## src/rtl/sobel_thr_ctrl_pkg.sv

```systemverilog
// sobel_ctrl_pkg: shared state type, widths and saturating helpers
// for the Sobel threshold controller.
package sobel_ctrl_pkg;

  localparam int THR_W = 11;
  localparam int CNT_W = 20;

  typedef enum logic [1:0] {
    IDLE,
    WAIT_VS,
    ACTIVE,
    UPDATE
  } state_t;

  function automatic logic [THR_W-1:0] thr_step(
    input logic [THR_W-1:0] thr,
    input logic [7:0]       stp,
    input logic             up,
    input logic [THR_W-1:0] lo,
    input logic [THR_W-1:0] hi
  );
    logic [THR_W:0] t;
    logic [THR_W:0] s;
    logic [THR_W:0] r;
    t = {1'b0, thr};
    s = {{(THR_W-7){1'b0}}, stp};
    if (up) begin
      r = t + s;
      if (r > {1'b0, hi}) r = {1'b0, hi};
    end else begin
      if (t < ({1'b0, lo} + s)) r = {1'b0, lo};
      else r = t - s;
    end
    return r[THR_W-1:0];
  endfunction

  function automatic logic [CNT_W-1:0] cnt_inc(
    input logic [CNT_W-1:0] c
  );
    return (c == '1) ? c : c + CNT_W'(1);
  endfunction

endpackage

```

## src/rtl/sobel_thr_ctrl_if.sv

```systemverilog
// Video handshake between the Sobel stage and its controller:
// timing/edge stream in, masked edge stream out.
interface sobel_thr_ctrl_if;

  logic vs_in;
  logic hs_in;
  logic de_in;
  logic edge_in;
  logic mask_dout;
  logic mask_de;

  modport master (
    output vs_in, hs_in, de_in, edge_in,
    input  mask_dout, mask_de
  );

  modport slave (
    input  vs_in, hs_in, de_in, edge_in,
    output mask_dout, mask_de
  );

endinterface

```

## src/rtl/sobel_thr_ctrl_pos.sv

```systemverilog
// sobel_pos_cnt: pixel/line position from de timing, 3x3 border
// flag for the current pixel, and sticky geometry error.
module sobel_pos_cnt #(
  parameter int H_ACTIVE = 640,
  parameter int V_ACTIVE = 480
) (
  input  logic clk,
  input  logic rst_n,
  input  logic clr,
  input  logic sof,
  input  logic de_in,
  output logic border,
  output logic line_err
);

  localparam int CW = $clog2(H_ACTIVE + 1);
  localparam int RW = $clog2(V_ACTIVE + 1);

  logic [CW-1:0] col;
  logic [RW-1:0] row;
  logic [CW-1:0] cur_col;
  logic [RW-1:0] cur_row;
  logic          de_d;

  // a frame-start pixel sits at (0,0) of the new frame
  assign cur_col = sof ? '0 : col;
  assign cur_row = sof ? '0 : row;

  assign border = (cur_row == '0) ||
                  (cur_row >= RW'(V_ACTIVE - 1)) ||
                  (cur_col == '0) ||
                  (cur_col >= CW'(H_ACTIVE - 1));

  // position counters, saturating, with sticky overrun detection
  always_ff @(posedge clk) begin
    if (!rst_n) begin
      col      <= '0;
      row      <= '0;
      de_d     <= 1'b0;
      line_err <= 1'b0;
    end else if (clr) begin
      col  <= '0;
      row  <= '0;
      de_d <= 1'b0;
    end else begin
      de_d <= de_in;
      if (sof) begin
        row <= '0;
        col <= de_in ? CW'(1) : '0;
      end else if (de_in) begin
        if (col != CW'(H_ACTIVE)) col <= col + CW'(1);
        if ((col == CW'(H_ACTIVE)) || (row == RW'(V_ACTIVE)))
          line_err <= 1'b1;
      end else if (de_d) begin
        col <= '0;
        if (row != RW'(V_ACTIVE)) row <= row + RW'(1);
      end
    end
  end

endmodule

```

## src/rtl/sobel_thr_ctrl.sv

```systemverilog
// sobel_thr_ctrl: frame sequencer, border mask and adaptive threshold.
// Define SOBEL_THR_CTRL_STATS_EN to expose the per-frame edge count.
module sobel_thr_ctrl
  import sobel_ctrl_pkg::*;
#(
  parameter int               H_ACTIVE = 640,
  parameter int               V_ACTIVE = 480,
  parameter logic [THR_W-1:0] THR_INIT = 11'd200,
  parameter logic [THR_W-1:0] THR_MIN  = 11'd16,
  parameter logic [THR_W-1:0] THR_MAX  = 11'd2000,
  parameter logic [CNT_W-1:0] HYST     = 20'd256
) (
  input  logic             pclk,
  input  logic             rst_n,
  input  logic             enable,
  input  logic             auto_en,
  input  logic [THR_W-1:0] thr_manual,
  input  logic [CNT_W-1:0] target_cnt,
  input  logic [7:0]       step,
  sobel_thr_ctrl_if.slave  vid,
  output logic [THR_W-1:0] threshold,
  output logic             frame_done,
  output logic             line_err,
  output logic [CNT_W-1:0] frame_edge_cnt
);

  state_t           state;
  logic             vs_d;
  logic             sof;
  logic             border;
  logic             px_edge;
  logic             pos_clr;
  logic             unused;
  logic [CNT_W-1:0] cnt;
  logic [CNT_W-1:0] snap;
  logic [CNT_W:0]   cnt_w;
  logic [CNT_W:0]   tgt_w;
  logic [CNT_W:0]   hyst_w;
  logic             go_up;
  logic             go_dn;
  logic [THR_W-1:0] thr_idle;
  logic [THR_W-1:0] thr_next;

  assign unused  = vid.hs_in;
  assign sof     = vid.vs_in & ~vs_d;
  assign pos_clr = (state == IDLE);
  assign px_edge = vid.de_in & ~vid.edge_in & ~border;

  assign cnt_w  = {1'b0, snap};
  assign tgt_w  = {1'b0, target_cnt};
  assign hyst_w = {1'b0, HYST};
  assign go_up  = cnt_w > (tgt_w + hyst_w);
  assign go_dn  = (cnt_w + hyst_w) < tgt_w;

  assign thr_idle = auto_en ? THR_INIT : thr_manual;

  sobel_pos_cnt #(
    .H_ACTIVE (H_ACTIVE),
    .V_ACTIVE (V_ACTIVE)
  ) u_pos (
    .clk      (pclk),
    .rst_n    (rst_n),
    .clr      (pos_clr),
    .sof      (sof),
    .de_in    (vid.de_in),
    .border   (border),
    .line_err (line_err)
  );

  // vsync history for rising-edge frame start
  always_ff @(posedge pclk) begin
    vs_d <= vid.vs_in;
  end

  // per-frame threshold decision from the last frame's edge count
  always_comb begin
    thr_next = threshold;
    if (!auto_en)
      thr_next = thr_manual;
    else if (go_up)
      thr_next = thr_step(threshold, step, 1'b1, THR_MIN, THR_MAX);
    else if (go_dn)
      thr_next = thr_step(threshold, step, 1'b0, THR_MIN, THR_MAX);
  end

  // frame sequencer with edge counter and registered outputs
  always_ff @(posedge pclk) begin
    if (!rst_n) begin
      state      <= WAIT_VS;
      threshold  <= THR_INIT;
      frame_done <= 1'b0;
      cnt        <= '0;
      snap       <= '0;
    end else if (!enable) begin
      state      <= IDLE;
      threshold  <= thr_idle;
      frame_done <= 1'b0;
      cnt        <= '0;
      snap       <= '0;
    end else begin
      frame_done <= 1'b0;
      unique case (state)
        IDLE: begin
          threshold <= thr_idle;
          state     <= WAIT_VS;
        end
        WAIT_VS: begin
          if (sof) begin
            state <= ACTIVE;
            cnt   <= CNT_W'(px_edge);
          end
        end
        ACTIVE: begin
          if (sof) begin
            state      <= UPDATE;
            frame_done <= 1'b1;
            snap       <= cnt;
            cnt        <= CNT_W'(px_edge);
          end else if (px_edge) begin
            cnt <= cnt_inc(cnt);
          end
        end
        UPDATE: begin
          state     <= ACTIVE;
          threshold <= thr_next;
          if (px_edge) cnt <= cnt_inc(cnt);
        end
        default: state <= WAIT_VS;
      endcase
    end
  end

  // output mask: border and blanking never report an edge
  always_ff @(posedge pclk) begin
    if (!rst_n) begin
      vid.mask_dout <= 1'b1;
      vid.mask_de   <= 1'b0;
    end else begin
      vid.mask_dout <= ~vid.de_in | vid.edge_in | border;
      vid.mask_de   <= vid.de_in;
    end
  end

`ifdef SOBEL_THR_CTRL_STATS_EN
  // last completed frame's edge count
  always_ff @(posedge pclk) begin
    if (!rst_n)
      frame_edge_cnt <= '0;
    else if (enable && (state == UPDATE))
      frame_edge_cnt <= snap;
  end
`else
  assign frame_edge_cnt = '0;
`endif

endmodule

```

## src/flat_wrapper.sv

```systemverilog
// flat-port wrapper written by rule: the top's interface ports become plain ports
module sobel_thr_ctrl_flat import sobel_ctrl_pkg::*;
#(
  parameter int               H_ACTIVE = 640,
  parameter int               V_ACTIVE = 480,
  parameter logic [THR_W-1:0] THR_INIT = 11'd200,
  parameter logic [THR_W-1:0] THR_MIN  = 11'd16,
  parameter logic [THR_W-1:0] THR_MAX  = 11'd2000,
  parameter logic [CNT_W-1:0] HYST     = 20'd256
)
  (pclk, rst_n, enable, auto_en, thr_manual, target_cnt, step, threshold, frame_done, line_err, frame_edge_cnt, vid_vs_in, vid_hs_in, vid_de_in, vid_edge_in, vid_mask_dout, vid_mask_de);
  sobel_thr_ctrl_if vid_i ();
  input  logic pclk;
  input  logic rst_n;
  input  logic enable;
  input  logic auto_en;
  input  logic [THR_W-1:0] thr_manual;
  input  logic [CNT_W-1:0] target_cnt;
  input  logic [7:0] step;
  output logic [THR_W-1:0] threshold;
  output logic frame_done;
  output logic line_err;
  output logic [CNT_W-1:0] frame_edge_cnt;
  input wire logic [$bits(vid_i.vs_in)-1:0] vid_vs_in;
  input wire logic [$bits(vid_i.hs_in)-1:0] vid_hs_in;
  input wire logic [$bits(vid_i.de_in)-1:0] vid_de_in;
  input wire logic [$bits(vid_i.edge_in)-1:0] vid_edge_in;
  output wire logic [$bits(vid_i.mask_dout)-1:0] vid_mask_dout;
  output wire logic [$bits(vid_i.mask_de)-1:0] vid_mask_de;
  assign vid_i.vs_in = vid_vs_in;
  assign vid_i.hs_in = vid_hs_in;
  assign vid_i.de_in = vid_de_in;
  assign vid_i.edge_in = vid_edge_in;
  assign vid_mask_dout = vid_i.mask_dout;
  assign vid_mask_de = vid_i.mask_de;
  sobel_thr_ctrl #(.H_ACTIVE(H_ACTIVE), .V_ACTIVE(V_ACTIVE), .THR_INIT(THR_INIT), .THR_MIN(THR_MIN), .THR_MAX(THR_MAX), .HYST(HYST)) u_core (.pclk(pclk), .rst_n(rst_n), .enable(enable), .auto_en(auto_en), .thr_manual(thr_manual), .target_cnt(target_cnt), .step(step), .vid(vid_i), .threshold(threshold), .frame_done(frame_done), .line_err(line_err), .frame_edge_cnt(frame_edge_cnt));
endmodule
```

## config.mk

```make
export PLATFORM = sky130hd
export DESIGN_NAME = sobel_thr_ctrl_flat
export DESIGN_NICKNAME = d
export VERILOG_FILES = /design/src/rtl/sobel_thr_ctrl_pkg.sv /design/src/rtl/sobel_thr_ctrl_if.sv /design/src/rtl/sobel_thr_ctrl_pos.sv /design/src/rtl/sobel_thr_ctrl.sv /design/src/flat_wrapper.sv
export SDC_FILE = /design/constraint.sdc
export NUM_CORES = 1
export LEC_CHECK = 0
export ABC_AREA = 1
export CAP_MARGIN = 0
export CORE_ASPECT_RATIO = 1.4
export CORE_MARGIN = 2
export CORE_UTILIZATION = 31
export DETAILED_ROUTE_END_ITERATION = 10
export PLACE_DENSITY_LB_ADDON = 0.12
export SLEW_MARGIN = 10
export SYNTH_ARGS = -nofsm -noshare
export SYNTH_HDL_FRONTEND = slang
export SYNTH_SLANG_ARGS = --single-unit
export TNS_END_PERCENT = 10
```

## constraint.sdc

```tcl
create_clock -name pclk -period 5.9 [get_ports pclk]
set_input_delay 1.18 -clock pclk [delete_from_list [all_inputs] [get_ports pclk]]
set_output_delay 1.18 -clock pclk [all_outputs]
set_load 0.02 [all_outputs]
```

==> impl_metrics.toml <==
[place]
numPortBuffers = 60
place_hpwl_mm = 15.55
routabilityCongestion = 0.8404

[flow_run]
cap_violations = 0

[timing]
slew_headroom_pct = 39.96
slew_violations = 0
fmax_ghz = 0.2194
finalSetupViolCount = 0
hold_viol_final = 0
fin_worst_skew_ps = 14.06
finalHoldWorstSlack_ps = 459.3
setup_tns_ps = 0
worstMarginPinSlew_ps = 899.6
rsz0062_at_grt = "false"
fin_crit_ps = 4558
fin_crit_sh_pct = 77.25

[die]
dieWidth_um = 127.9
die-area_um2 = 22700
die_h_um = 177.5
io_pins = 82
start_util_pct = 31.54
core_um2 = 21130
rows = 63

[synthesis]
synthCells = 1013
netlist.area_leader.share_pct = 23.44
synth-main-ff-cell = "dfxtp_1"
synth_edf_count = 0
ys_ff_latch = 78
synth.most_common_cell = "nand2_1"
synth_warnings = 0
yosysSeqAreaShare_pct = 23.44
syn_area_per_cell_um2 = 6.577
synth_cell_types = 46
synth_area_um2 = 6663
async_reset_ff_share_pct = 0
yosys.area.top_type = "dfxtp_1"
synthTopCellsByCount = "nand2_1, inv_1, nor2_1"
synth_area_leaders = "dfxtp_1, nand2_1, ha_1"

[pwr]
peakVddDrop_mv = 0.1024
swShare_pct = 32.06
total_power_mw = 1.383
p_seq_share_pct = 39.5
leakagePower_nw = 3.418
clkPwrFrac_pct = 38.1
intPower_mw = 0.9399
p_sw_mw = 0.4435
p_per_area_nw_per_um2 = 180.6
combinationalPowerShare_pct = 22.4

[setup_path]
critical_path_arrival_ps = 4790
crit_top_cell = "nand2_1"
cp_max_fo = 21
cp_cell_sequence = "clkdlybuf4s50_1 > inv_1 > nor3_1 > nand3_1 > nor2_1 > nand2_1 > nor2_1 > nand3_1 > xor2_1 > ha_1 > nand3_1 > nor3_1 > nand2_1 > nor2_1 > inv_1 > nand2_1 > nand3_2 > nand2_2 > nand2_1 > nand2_1 > a21oi_2"
critPathKind = "in2reg"
crit_family = "simple AND/OR/NAND/NOR gates"
end_kind = "register"
worst_ep_required_time_ps = 6130
slowest_stage = "clkdlybuf4s50_1"
crit_buf_inv = 3
max_stage_delay_ps = 550
cp-start-kind = "input pin"

[detailed_routing]
viasPerCell = 4.749
dr.pass1.iters = 4
wirelength_mm = 19.04
vias = 6302
drc = 0
avgRoutedWirePerCell_um = 14.35
ant_nets = 0
drtIter0Drc = 257

[global_routing]
globalRouteTotalUtil_pct = 17.26
grt_use_met2_pct = 33.60
grt-busiest-layer = "met2"
grt_use_met3_pct = 2.623
antenna_found_initial = 0
grt_pass1_wl_mm = 30.92
grt_max_degree = 32
overflow = 0
grtUsageMet1_pct = 18.47
grt_pass1_vias = 6211

[cells_and_area]
final_nets = 1171
antenna_cells = 0
syn_to_final_growth_pct = 14.95
drive_gt1_share_pct = 6.186

[clocking]
post_cts_buffers = 0
cts.clk_slew.worst_paths_ps = 60
cts-root-buf = "clkbuf_16"
worstSkewPairLatency_ps = 350
cts_tree = "built"
hold_buffers = 0
cts_resized = 0
clock_path_buffers = 2
h-tree-depth = 3
cts_made_buffers = 9
clkSinkCount = 78

[status]
status = "finished clean"

[hold_path]
hp-class = "reg2reg"
==> final timing paths <==
| kind | from | end | slack (ps) | cells past startpoint |
|---|---|---|---|---|
| min reg2reg | u_core.snap[0] | u_core.snap[0] | 460 | 2 |
| max reg2reg | u_core.snap[9] | u_core.threshold[5] | 2790 | 17 |
| min | u_core.snap[0] | u_core.snap[0] | 460 | 2 |
| max | target_cnt[10] | u_core.threshold[5] | 1340 | 21 |
==> final cells by class <==
cell class              instances  area [µm²]
clock buffers                  10       229.0
clock inverters                 6       45.04
fillers                      2353       13470
inverters                     152       570.5
multi-input cells             760        4319
flip-flops and latches         78        1562
well taps                     260       325.3
repair buffers                 61       608.1
==> worst register-to-register path, delay by kind of cell (launching register included) <==
kind	cells	cell delay, ps
AOI/OAI and AO/OA	1	40
adders and majority gates	2	500
xor gates and xnor gates	1	170
and+or+nand+nor	12	1830
buffers and inverters	1	50
DFF	1	390
==> registers in the layout, indices dropped and copies added (netlist names), 2 cells and up <==
| register | count |
|---|---|
| u_core.cnt | 20 |
| u_core.snap | 20 |
| u_core.state | 2 |
| u_core.threshold | 11 |
| u_core.u_pos.col | 10 |
| u_core.u_pos.row | 9 |
==> placed cells by master (no fill, tap or decap), types with 2 or more instances in the layout <==
cell type,instances
nand2_1,208
inv_1,145
nor2_1,90
a21oi_1,88
dfxtp_1,78
nand3_1,76
ha_1,60
clkdlybuf4s50_1,60
o21ai_0,44
xor2_1,38
nor3_1,24
nand4_1,24
conb_1,20
a21oi_2,9
clkbuf_16,9
nor4_1,8
nand2_2,8
o211ai_1,8
nor2_4,7
inv_2,6
nor3_2,6
o21ai_1,6
xnor2_1,5
nand3_2,5
or2_2,4
o21bai_1,3
nand3b_1,2
a21o_1,2
a211oi_1,2
fa_1,2
clkinv_2,2
clkinv_4,2
inv_6,2
==> through the flow <==
| stage | std cells | area (µm²) | setup slack [ps] | utilization [%] |
|---|---|---|---|---|
| global placement | 1311 | 7385 | 937.8 | 34.96 |
| detailed placement | 1311 | 7385 | 942.2 | 34.96 |
| global route | 1327 | 7659 | 891.7 | 36.25 |
| finish | 1327 | 7659 | 1342 | 36.25 |
| CTS | 1327 | 7659 | 1291 | 36.25 |
| floorplan | 1032 | 6734 | 2229 | - |
==> cells by family after synthesis <==
| group | after synthesis | share of synthesized area, % |
|---|---|---|
| adders and majority gates | 62 | 11.87 |
| xor gates and xnor gates | 43 | 5.653 |
| AOI/OAI and AO/OA | 168 | 13.99 |
| other | 1 | 0.05628 |
| DFF | 78 | 23.44 |
| buffers and inverters | 194 | 12.81 |
| and+or+nand+nor | 467 | 32.19 |
==> power by group through the flow <==
stage / combinational, mW / clock [mW] / sequential (mW)
2_1_floorplan: 0.211 / 0 / 0.563
3_3_place_gp: 0.312 / 0 / 0.559
3_5_place_dp: 0.310 / 0 / 0.559
4_1_cts: 0.313 / 0.548 / 0.547
5_1_grt: 0.350 / 0.567 / 0.548
6_report: 0.309 / 0.527 / 0.547
==> per-layer routing <==
metal  vias up  part of all wire, %
met4         0                  2.2
met1      2839                   41
li1       3368                    -
met3        25                  2.3
met5         -                    0
met2        70                   54
No activity file was read; power rests on OpenSTA's default activity.
